File: src/rtl/reed_pkg.sv
// Shared state encoding and sizing helpers for the reed-switch zone alarm.
package reed_pkg;

  localparam int unsigned STATE_W = 3;

  typedef enum logic [STATE_W-1:0] {
    DISARMED    = 3'd0,
    EXIT_DELAY  = 3'd1,
    ARMED       = 3'd2,
    ENTRY_DELAY = 3'd3,
    ALARM       = 3'd4
  } state_t;

  // Largest of three cycle counts; sizes the shared FSM timer.
  function automatic int unsigned max3(input int unsigned a, input int unsigned b,
                                       input int unsigned c);
    int unsigned m;
    m = (a > b) ? a : b;
    return (m > c) ? m : c;
  endfunction

  // Bits needed to hold values 0..v (at least one bit).
  function automatic int unsigned cnt_w(input int unsigned v);
    int unsigned w;
    w = $clog2(64'(v) + 64'd1);
    return (w < 1) ? 1 : w;
  endfunction

endpackage

File: src/rtl/reed_alarm_ctrl_if.sv
// Zone inputs, arm/disarm requests and board-facing outputs of the alarm sequencer.
interface reed_alarm_ctrl_if import reed_pkg::*; #(
  parameter int unsigned N_ZONES = 4
);

  logic               arm_req;
  logic               disarm_req;
  logic [N_ZONES-1:0] zone_closed;
  logic [STATE_W-1:0] state;
  logic               armed;
  logic               siren;
  logic               arm_fail;
  logic [N_ZONES-1:0] tripped;
  logic               chime;

  modport master (
    output arm_req, disarm_req, zone_closed,
    input  state, armed, siren, arm_fail, tripped, chime
  );

  modport slave (
    input  arm_req, disarm_req, zone_closed,
    output state, armed, siren, arm_fail, tripped, chime
  );

endinterface

File: src/rtl/alarm_timer.sv
// Loadable down-counter; holds at zero, done flags a zero count.
module alarm_timer #(
  parameter int unsigned W = 8
) (
  input  logic         clk,
  input  logic         rst,
  input  logic         load,
  input  logic [W-1:0] load_val,
  input  logic         en,
  output logic         done
);

  logic [W-1:0] count;

  // Load has priority; counting stops at zero so expiry never wraps.
  always_ff @(posedge clk or posedge rst) begin
    if (rst) begin
      count <= '0;
    end else if (load) begin
      count <= load_val;
    end else if (en && (count != '0)) begin
      count <= count - W'(1);
    end
  end

  assign done = (count == '0);

endmodule

File: src/rtl/reed_alarm_ctrl.sv
// Zone-alarm sequencer: arm / exit delay / armed / entry delay / alarm.
// Optional door chime in DISARMED is built when CHIME_EN is defined.
module reed_alarm_ctrl import reed_pkg::*; #(
  parameter int unsigned        N_ZONES         = 4,
  parameter logic [N_ZONES-1:0] ENTRY_MASK      = N_ZONES'(1),
  parameter int unsigned        EXIT_DELAY_CYC  = 32'd1_000_000_000,
  parameter int unsigned        ENTRY_DELAY_CYC = 32'd1_500_000_000,
  parameter int unsigned        SIREN_CYC       = 32'd3_000_000_000,
  parameter int unsigned        CHIME_CYC       = 32'd10_000_000
) (
  input  logic clk,
  input  logic rst,
  reed_alarm_ctrl_if.slave bus
);

  localparam int unsigned TMR_W = cnt_w(max3(EXIT_DELAY_CYC, ENTRY_DELAY_CYC, SIREN_CYC));
  localparam logic [TMR_W-1:0] EXIT_LD  = TMR_W'(EXIT_DELAY_CYC - 1);
  localparam logic [TMR_W-1:0] ENTRY_LD = TMR_W'(ENTRY_DELAY_CYC - 1);
  localparam logic [TMR_W-1:0] SIREN_LD = TMR_W'(SIREN_CYC - 1);

  // Reject configurations the sequencer cannot represent.
  if ((N_ZONES < 1) || (N_ZONES > 16) || (EXIT_DELAY_CYC < 1) || (ENTRY_DELAY_CYC < 1) ||
      (SIREN_CYC < 1) || (CHIME_CYC < 1)) begin : g_bad_params
    $error("reed_alarm_ctrl: parameter out of range");
  end

  state_t             state_q, state_n;
  logic               armed_q, armed_n;
  logic               siren_q, siren_n;
  logic               arm_fail_q, arm_fail_n;
  logic [N_ZONES-1:0] tripped_q, tripped_n;
  logic               tmr_load;
  logic [TMR_W-1:0]   tmr_val;
  logic               tmr_done;

  logic [N_ZONES-1:0] zone_open;
  logic               all_closed, inst_open, ent_open;

  assign zone_open  = ~bus.zone_closed;
  assign all_closed = &bus.zone_closed;
  assign inst_open  = |(zone_open & ~ENTRY_MASK);
  assign ent_open   = |(zone_open & ENTRY_MASK);

  // Shared timer for exit delay, entry delay and siren duration.
  alarm_timer #(.W(TMR_W)) u_fsm_tmr (
    .clk      (clk),
    .rst      (rst),
    .load     (tmr_load),
    .load_val (tmr_val),
    .en       (1'b1),
    .done     (tmr_done)
  );

  // State and registered outputs.
  always_ff @(posedge clk or posedge rst) begin
    if (rst) begin
      state_q    <= DISARMED;
      armed_q    <= 1'b0;
      siren_q    <= 1'b0;
      arm_fail_q <= 1'b0;
      tripped_q  <= '0;
    end else begin
      state_q    <= state_n;
      armed_q    <= armed_n;
      siren_q    <= siren_n;
      arm_fail_q <= arm_fail_n;
      tripped_q  <= tripped_n;
    end
  end

  // Next state, timer loads and next output values; disarm beats arm beats zones.
  always_comb begin
    state_n    = state_q;
    siren_n    = 1'b0;
    arm_fail_n = 1'b0;
    tripped_n  = tripped_q;
    tmr_load   = 1'b0;
    tmr_val    = '0;

    case (state_q)
      DISARMED: begin
        if (!bus.disarm_req && bus.arm_req) begin
          if (all_closed) begin
            state_n   = EXIT_DELAY;
            tripped_n = '0;
            tmr_load  = 1'b1;
            tmr_val   = EXIT_LD;
          end else begin
            arm_fail_n = 1'b1;
          end
        end
      end

      EXIT_DELAY: begin
        if (bus.disarm_req) begin
          state_n = DISARMED;
        end else if (tmr_done) begin
          if (all_closed) begin
            state_n = ARMED;
          end else begin
            state_n    = DISARMED;
            arm_fail_n = 1'b1;
          end
        end
      end

      ARMED: begin
        if (bus.disarm_req) begin
          state_n = DISARMED;
        end else begin
          tripped_n = tripped_q | zone_open;
          if (inst_open) begin
            state_n  = ALARM;
            siren_n  = 1'b1;
            tmr_load = 1'b1;
            tmr_val  = SIREN_LD;
          end else if (ent_open) begin
            state_n  = ENTRY_DELAY;
            tmr_load = 1'b1;
            tmr_val  = ENTRY_LD;
          end
        end
      end

      ENTRY_DELAY: begin
        if (bus.disarm_req) begin
          state_n = DISARMED;
        end else begin
          tripped_n = tripped_q | zone_open;
          if (inst_open || tmr_done) begin
            state_n  = ALARM;
            siren_n  = 1'b1;
            tmr_load = 1'b1;
            tmr_val  = SIREN_LD;
          end
        end
      end

      ALARM: begin
        if (bus.disarm_req) begin
          state_n = DISARMED;
        end else begin
          tripped_n = tripped_q | zone_open;
          // Siren runs once per alarm; the last high cycle is the one at count zero.
          siren_n   = siren_q && !tmr_done;
        end
      end

      default: state_n = DISARMED;
    endcase

    armed_n = (state_n != DISARMED);
  end

  assign bus.state    = state_q;
  assign bus.armed    = armed_q;
  assign bus.siren    = siren_q;
  assign bus.arm_fail = arm_fail_q;
  assign bus.tripped  = tripped_q;

`ifdef CHIME_EN
  localparam int unsigned CHM_W = cnt_w(CHIME_CYC);

  logic [N_ZONES-1:0] zone_q;
  logic               chime_q, chime_n;
  logic               chm_load, chm_done;

  // Independent chime counter so the FSM timer is never disturbed.
  alarm_timer #(.W(CHM_W)) u_chime_tmr (
    .clk      (clk),
    .rst      (rst),
    .load     (chm_load),
    .load_val (CHM_W'(CHIME_CYC - 1)),
    .en       (1'b1),
    .done     (chm_done)
  );

  // Previous zone sample for per-bit open-edge detection, plus chime output.
  always_ff @(posedge clk or posedge rst) begin
    if (rst) begin
      zone_q  <= '0;
      chime_q <= 1'b0;
    end else begin
      zone_q  <= bus.zone_closed;
      chime_q <= chime_n;
    end
  end

  // Any closed->open edge while disarmed (re)starts the pulse; leaving DISARMED kills it.
  always_comb begin
    chm_load = 1'b0;
    chime_n  = chime_q && !chm_done;
    if (state_n != DISARMED) begin
      chime_n = 1'b0;
    end else if ((state_q == DISARMED) && |(zone_q & ~bus.zone_closed)) begin
      chime_n  = 1'b1;
      chm_load = 1'b1;
    end
  end

  assign bus.chime = chime_q;
`else
  assign bus.chime = 1'b0;
`endif

endmodule

File: src/flat_wrapper.sv
// flat-port wrapper written by rule: the top's interface ports become plain ports
module reed_alarm_ctrl_flat import reed_pkg::*;
#(
  parameter int unsigned        N_ZONES         = 4,
  parameter logic [N_ZONES-1:0] ENTRY_MASK      = N_ZONES'(1),
  parameter int unsigned        EXIT_DELAY_CYC  = 32'd1_000_000_000,
  parameter int unsigned        ENTRY_DELAY_CYC = 32'd1_500_000_000,
  parameter int unsigned        SIREN_CYC       = 32'd3_000_000_000,
  parameter int unsigned        CHIME_CYC       = 32'd10_000_000
)
  (clk, rst, bus_arm_req, bus_disarm_req, bus_zone_closed, bus_state, bus_armed, bus_siren, bus_arm_fail, bus_tripped, bus_chime);
  reed_alarm_ctrl_if #(.N_ZONES(N_ZONES)) bus_i ();
  input  logic clk;
  input  logic rst;
  input wire logic [$bits(bus_i.arm_req)-1:0] bus_arm_req;
  input wire logic [$bits(bus_i.disarm_req)-1:0] bus_disarm_req;
  input wire logic [$bits(bus_i.zone_closed)-1:0] bus_zone_closed;
  output wire logic [$bits(bus_i.state)-1:0] bus_state;
  output wire logic [$bits(bus_i.armed)-1:0] bus_armed;
  output wire logic [$bits(bus_i.siren)-1:0] bus_siren;
  output wire logic [$bits(bus_i.arm_fail)-1:0] bus_arm_fail;
  output wire logic [$bits(bus_i.tripped)-1:0] bus_tripped;
  output wire logic [$bits(bus_i.chime)-1:0] bus_chime;
  assign bus_i.arm_req = bus_arm_req;
  assign bus_i.disarm_req = bus_disarm_req;
  assign bus_i.zone_closed = bus_zone_closed;
  assign bus_state = bus_i.state;
  assign bus_armed = bus_i.armed;
  assign bus_siren = bus_i.siren;
  assign bus_arm_fail = bus_i.arm_fail;
  assign bus_tripped = bus_i.tripped;
  assign bus_chime = bus_i.chime;
  reed_alarm_ctrl #(.N_ZONES(N_ZONES), .ENTRY_MASK(ENTRY_MASK), .EXIT_DELAY_CYC(EXIT_DELAY_CYC), .ENTRY_DELAY_CYC(ENTRY_DELAY_CYC), .SIREN_CYC(SIREN_CYC), .CHIME_CYC(CHIME_CYC)) u_core (.clk(clk), .rst(rst), .bus(bus_i));
endmodule
File: config.mk
export PLATFORM = sky130hd
export DESIGN_NAME = reed_alarm_ctrl_flat
export DESIGN_NICKNAME = d
export VERILOG_FILES = /design/src/rtl/reed_pkg.sv /design/src/rtl/reed_alarm_ctrl_if.sv /design/src/rtl/alarm_timer.sv /design/src/rtl/reed_alarm_ctrl.sv /design/src/flat_wrapper.sv
export SDC_FILE = /design/constraint.sdc
export NUM_CORES = 1
export LEC_CHECK = 0
export ABC_CLOCK_PERIOD_IN_PS = 4700
export BUFFER_PORTS_ARGS = -buffer_cell sky130_fd_sc_hd__buf_2
export CAP_MARGIN = 40
export CORE_ASPECT_RATIO = 0.8
export CORE_MARGIN = 2
export CORE_UTILIZATION = 57
export DETAILED_ROUTE_END_ITERATION = 16
export PLACE_DENSITY = 0.76
export SETUP_SLACK_MARGIN = 0.1
export SLEW_MARGIN = 20
export SYNTH_ARGS = -nofsm -noshare
export SYNTH_HDL_FRONTEND = slang
export SYNTH_SLANG_ARGS = --single-unit
File: constraint.sdc
create_clock -name clk -period 4.7 [get_ports clk]
set_input_delay 0 -clock clk [delete_from_list [all_inputs] [get_ports clk]]
set_output_delay 0 -clock clk [all_outputs]
set_load 0.01 [all_outputs]
# [After elaboration in Yosys (flattened, before gate mapping)]
# Index checks and enable logic that the tools add are counted.
# Widths: inputs -> output; s select.
[classes] n_addsub=1 n_eq_ne=7 n_mux=43 n_bitwise=2 n_reduce_logical=15
[ops] cell="$mux 32" n=7
[ops] cell="$pmux 32 s3" n=1
[ops] cell="$logic_not 32->1" n=1
[ops] cell="$reduce_bool 32->1" n=1
[ops] cell="$sub 32x1->32 const B" n=1
[ops] cell="$mux 31" n=1
[ops] cell="$mux 3" n=10
[ops] cell="$mux 30" n=1
[ops] cell="$pmux 3 s5" n=1
[ops] cell="$mux 1" n=14
[ops] cell="$mux 4" n=3
[ops] cell="$pmux 4 s2" n=1
[ops] cell="$reduce_and 4->1" n=2
[ops] cell="$eq 3x2->1 const B" n=2
[ops] cell="$pmux 1 s3" n=2
[ops] cell="$reduce_or 3->1" n=2
[ops] cell="$ne 2x1->1 const B" n=2
[ops] cell="$not 4->4" n=1
[ops] cell="$or 4x4->4" n=1
[ops] cell="$reduce_bool 2->1" n=2
[ops] cell="$eq 3x1->1 const B" n=1
[ops] cell="$eq 3x3->1 const B" n=1
[ops] cell="$logic_not 3->1" n=1
[ops] cell="$reduce_bool 3->1" n=1
[ops] cell="other kinds (6)" n=8
[word_totals] reg_bits=42 in_bits=8 output_inout_bits=11 wordCells=74

# [Longest topological paths before layout]
[logic_depth] ltp_word=7 depth_mapped=9 mapped_depth_nobuf=8

# [Modules after synthesis]
# Synthesis repeated with hierarchy kept, for this count alone.
[hier_totals] hier_cells=293 hier_area_um2=2751.4
[modules_own_cells] module="alarm_timer" n_inst=1 cells_each=226 area_per_inst_um2=2173.3 seq_area_each_um2=800.8
[modules_own_cells] module="reed_alarm_ctrl" n_inst=1 cells_each=67 area_per_inst_um2=578.1 seq_area_each_um2=250.2

# [Least setup slack after synthesis]
# No wires, ideal clock.
[synth_timing] kind="reg2reg" startpoint="register u_core.u_fsm_tmr.count[0]" endpoint="register u_core.armed_q (netlist: u_core.bus.armed)" setup_time_ns=0.131 arrival_time_ns=2.376 required_ns=4.569 slack_ns=2.193 path_stages_with_launch=10 n_path_buf=1 synth_period_minus_slack_ns=2.507 cell_sequence="dfrtp_1 -> inv_1 -> ha_1 -> nor3b_1 -> nand3b_1 -> or4_1 -> buf_2 -> o2111ai_1 -> nand2_1 -> or3_1"
[synth_between] elab_chain_cells=6 word_cells_on_any_way=8 cone_classes="mux: 5; reduce/logical: 3"
[synth_lines] item="from (decl)" line="alarm_timer.sv:13" text="logic [W-1:0] count;"
[synth_lines] item="from (signal assigned)" line="alarm_timer.sv:20" text="count <= load_val;"
[synth_lines] item="from (signal assigned)" line="alarm_timer.sv:22" text="count <= count - W'(1);"
[synth_lines] item="$logic_not 32->1 (*)" line="alarm_timer.sv:26" text="assign done = (count == '0);"
[synth_lines] item="$logic_or 1x1->1" line="reed_alarm_ctrl.sv:130" text="if (inst_open || tmr_done) begin"
[synth_lines] item="$mux 3" line="reed_alarm_ctrl.sv:130"
[synth_lines] item="$mux 3" line="reed_alarm_ctrl.sv:126" text="if (bus.disarm_req) begin"
[synth_lines] item="$pmux 3 s5 (*)" line="reed_alarm_ctrl.sv:80" text="case (state_q)"
[synth_lines] item="named net u_core.state_n[0]" line="reed_alarm_ctrl.sv:27" text="state_t state_q, state_n;"
[synth_lines] item="$reduce_bool 3->1 (*)" line="reed_alarm_ctrl.sv:152" text="armed_n = (state_n != DISARMED);"
[synth_lines] item="named net u_core.armed_n" line="reed_alarm_ctrl.sv:28" text="logic armed_q, armed_n;"
[synth_lines] item="to (signal assigned)" line="reed_alarm_ctrl.sv:64" text="armed_q <= armed_n;"
[synth_lines] item="to (decl)" line="reed_alarm_ctrl.sv:28"
# The timed path passes the listed nets; every way through them passes the cells marked *.
# A chain may end at the register's enable or synchronous reset.

# [Worst setup path in the final report]
[layout_timing] startpoint="register u_core.u_fsm_tmr.count[0]" endpoint="register u_core.u_fsm_tmr.count[23]"
[layout_between] elab_chain_cells=6 word_cells_on_any_way=13 cone_classes="add/sub: 1; mux: 8; reduce/logical: 4"
[layout_lines] item="parallel branches: the longest is 6 deep, another holds $sub 32x1->32"
# Parallel ways; which one is timed is not known. The select of a mux whose other input is x is not followed.

==> flow_summary.yaml <==
logic_synthesis:
  yosys_warnings: 0
  syn_avg_cell_area_sq_um: 9.06
  syn-num-nets: 268
  synthFlopType: "dfrtp_1"
  ys_ff_latch: 42
  ys_types: 47
  synth-edff-count: 0
  seq_area_frac_synth: 0.448
  synthTopCellsByArea: "dfrtp_1, nand2_1, xnor2_1, xor2_1, a21oi_1"
  netlist.area_leader.share: 0.448
  syn_inst: 259
  yosysTopAreaCell: "dfrtp_1"
  syn-cell-area_sq_mm: 0.00235
  ys_async_sr_fraction: 1.00
clock_network:
  clk_pin_slew_ns: 0.07
  hold_buffers: 2
  insertion_delay_ns: 0.29
  postCtsSetupRepairBufs: 0
  htreeDepth: 2
  root_buffer: "clkbuf_8"
  cts_buffer_depth: 2
  cts_tree: "done"
  cts_sinks: 42
  cts_resized: 0
  numCtsBuffers: 5
finish:
  layout_commonest_cell: "dfrtp_1"
  area.growth.synth_to_final_pct: 10.1
  layout_common_cells: "dfrtp_1, nand2_1, nor2_1"
  fin_cells: 334
  n_antenna_cell: 0
  num-fill-cells: 333
  drive_gt1_frac: 0.133
  final_nets: 287
pwr:
  max-vdd-ir-drop_uv: 189
  power.switching_mw: 0.267
  power_frac_seq: 0.540
  clkPwrFrac: 0.268
  p_comb_frac: 0.192
  power_leakage_nw: 1.11
  swShare: 0.305
  power_density_mw_per_mm2: 339
  cell_internal_pwr_mw: 0.609
  p_total_mw: 0.876
timing:
  rsz0062_at_grt: "no"
  finClkSkew_ns: 0.00712
  min_period_over_period: 0.698
  slew_violations: 0
  hold_viol: 0
  period_minus_slack_ns: 3.28
  layout_setup_ws_ns: 1.42
  fmax_ghz: 0.305
  relSlewSlack: 0.484
  max_slew.worst_pin.slew_ns: 0.774
  setup_violations: 0
  tns_ns: 0
worst_setup_path:
  crit_family: "simple AND/OR/NAND/NOR gates"
  crit_required_ns: 4.86
  worstRegToRegCells: 8
  crit_path_frequent_cell: "a21oi_1"
  crit_arrival_ns: 3.44
  cp-end-kind: "flop"
  crit_chain: "inv_1 > ha_1 > nor3b_1 > nand3b_1 > or3_1 > a21oi_1 > buf_4 > a21oi_1"
  cpPeakStageDelay_ns: 0.69
  cp.buffers_inverters: 2
  crit_path_start_kind: "flop"
  crit_type: "reg -> reg"
  crit_slowest_cell: "a21oi_1"
  critPathMaxFanout: 14
  cp_num_cells: 8
global_routing:
  grt_max_degree: 43
  globalRouteOverflowTotal: 0
  antenna_found_initial: 0
  grt_pass1_vias: 1817
  grt_pass1_wl_microns: 8650
  grt_usage: 0.255
place:
  place_ws_ns: 1.53
  io_buffers: 17
  dp_hpwl_microns: 3780
  dp.cells: 324
  gp_congestion: 0.894
run_status:
  outcome: "finished clean"
floorplan:
  die_width_microns: 75.7
  ioPinCount: 19
  initial_core_util: 0.605
  dieArea_sq_mm: 0.00465
  die_height_microns: 61.4
  num_rows: 20
  core_sq_mm: 0.00388
route:
  drcViolationCount: 0
  post_drt_wl_per_cell_microns: 16.1
  antenna_left: 0
  viasPerCell: 5.96
  vias: 1992
  routed_wl_microns: 5390
  drtIter0Drc: 183
  first_pass_iters: 5
flow_run:
  maxCapViolCount: 0
worst_hold_path:
  hp-class: "in -> reg"
  whs_path_depth: 3
area by class of cell:
class                   count  area, sq um  area share
clock inverters             1         5.00     0.00194
well taps                  55         68.8      0.0266
inverters                   5         18.8     0.00727
repair buffers             22          135      0.0523
flip-flops and latches     42         1050       0.407
multi-input cells         202         1220       0.471
clock buffers               7         86.3      0.0334
cells by family (layout without fill, tap and decap cells):
family / Yosys count / after routing / share of synthesized area
xor+xnor: 26 / 26 / 0.0971
flops: 42 / 42 / 0.448
simple gates: 128 / 128 / 0.296
other cells: 1 / 1 / 0.00160
fa+ha+maj: 1 / 1 / 0.00533
buf+inv: 15 / 35 / 0.0331
compound gates: 46 / 46 / 0.119
routing by layer:
metal | wire (microns) | vias to the layer above | global-route usage
met5 | 0 | - | 0
met4 | 48 | 0 | 0.0677
met3 | 413 | 7 | 0.0622
met2 | 2260 | 81 | 0.361
met1 | 2670 | 948 | 0.391
li1 | - | 956 | -
state kept, by name, indices dropped and copies added, names as in the netlist:
name                    cells
u_core.bus.state            3
u_core.bus.arm_fail         1
u_core.bus.siren            1
u_core.bus.armed            1
u_core.u_fsm_tmr.count     32
u_core.bus.tripped          4
power by group through the flow:
| stage | Combinational (mW) | Clock [mW] | Sequential [mW] |
|---|---|---|---|
| finish | 0.168 | 0.235 | 0.473 |
| global route | 0.193 | 0.251 | 0.480 |
| CTS | 0.167 | 0.239 | 0.471 |
| detailed placement | 0.165 | 0 | 0.476 |
| global placement | 0.162 | 0 | 0.476 |
| floorplan | 0.130 | 0 | 0.465 |
worst reg2reg max path, stage by stage (launching register included):
cell	delay [ns]
dfrtp_1	0.38
inv_1	0.09
ha_1	0.18
nor3b_1	0.62
nand3b_1	0.24
or3_1	0.61
a21oi_1	0.69
buf_4	0.29
a21oi_1	0.05
per-stage QoR:
step	area, sq um	hold slack (ns)	utilization
4_1_cts	2580	0.0595	0.666
3_3_place_gp	2460	0.141	0.633
5_1_grt	2580	0.0930	0.666
6_report	2580	0.0767	0.666
2_1_floorplan	2350	0.139	-
3_5_place_dp	2470	0.151	0.637
Yosys cell counts (3+ instances only):
cell / n
o21ai_0: 9
a21oi_1: 21
nand4_1: 6
nor3_1: 8
nand2_1: 36
nor4_1: 10
clkbuf_1: 5
nor2_1: 26
dfrtp_1: 42
xor2_1: 13
o21a_1: 4
or4_1: 3
inv_1: 5
or3_1: 5
nand3_1: 11
and2_1: 4
xnor2_1: 13
path summary, 6_finish.rpt:
| path | from | slack [ns] | to |
|---|---|---|---|
| max in group asynchronous | rst | 3.97 | u_core.u_fsm_tmr.count[10] |
| worst max register to register | u_core.u_fsm_tmr.count[0] | 1.42 | u_core.u_fsm_tmr.count[23] |
| worst max-delay path | u_core.u_fsm_tmr.count[0] | 1.42 | u_core.u_fsm_tmr.count[23] |
| min in group asynchronous | rst | 0.36 | u_core.bus.armed |
| worst min register to register | u_core.bus.tripped[1] | 0.49 | u_core.bus.tripped[1] |
| worst min-delay path | bus_zone_closed[1] | 0.08 | u_core.bus.tripped[1] |
(Power assumes the default switching activity.)
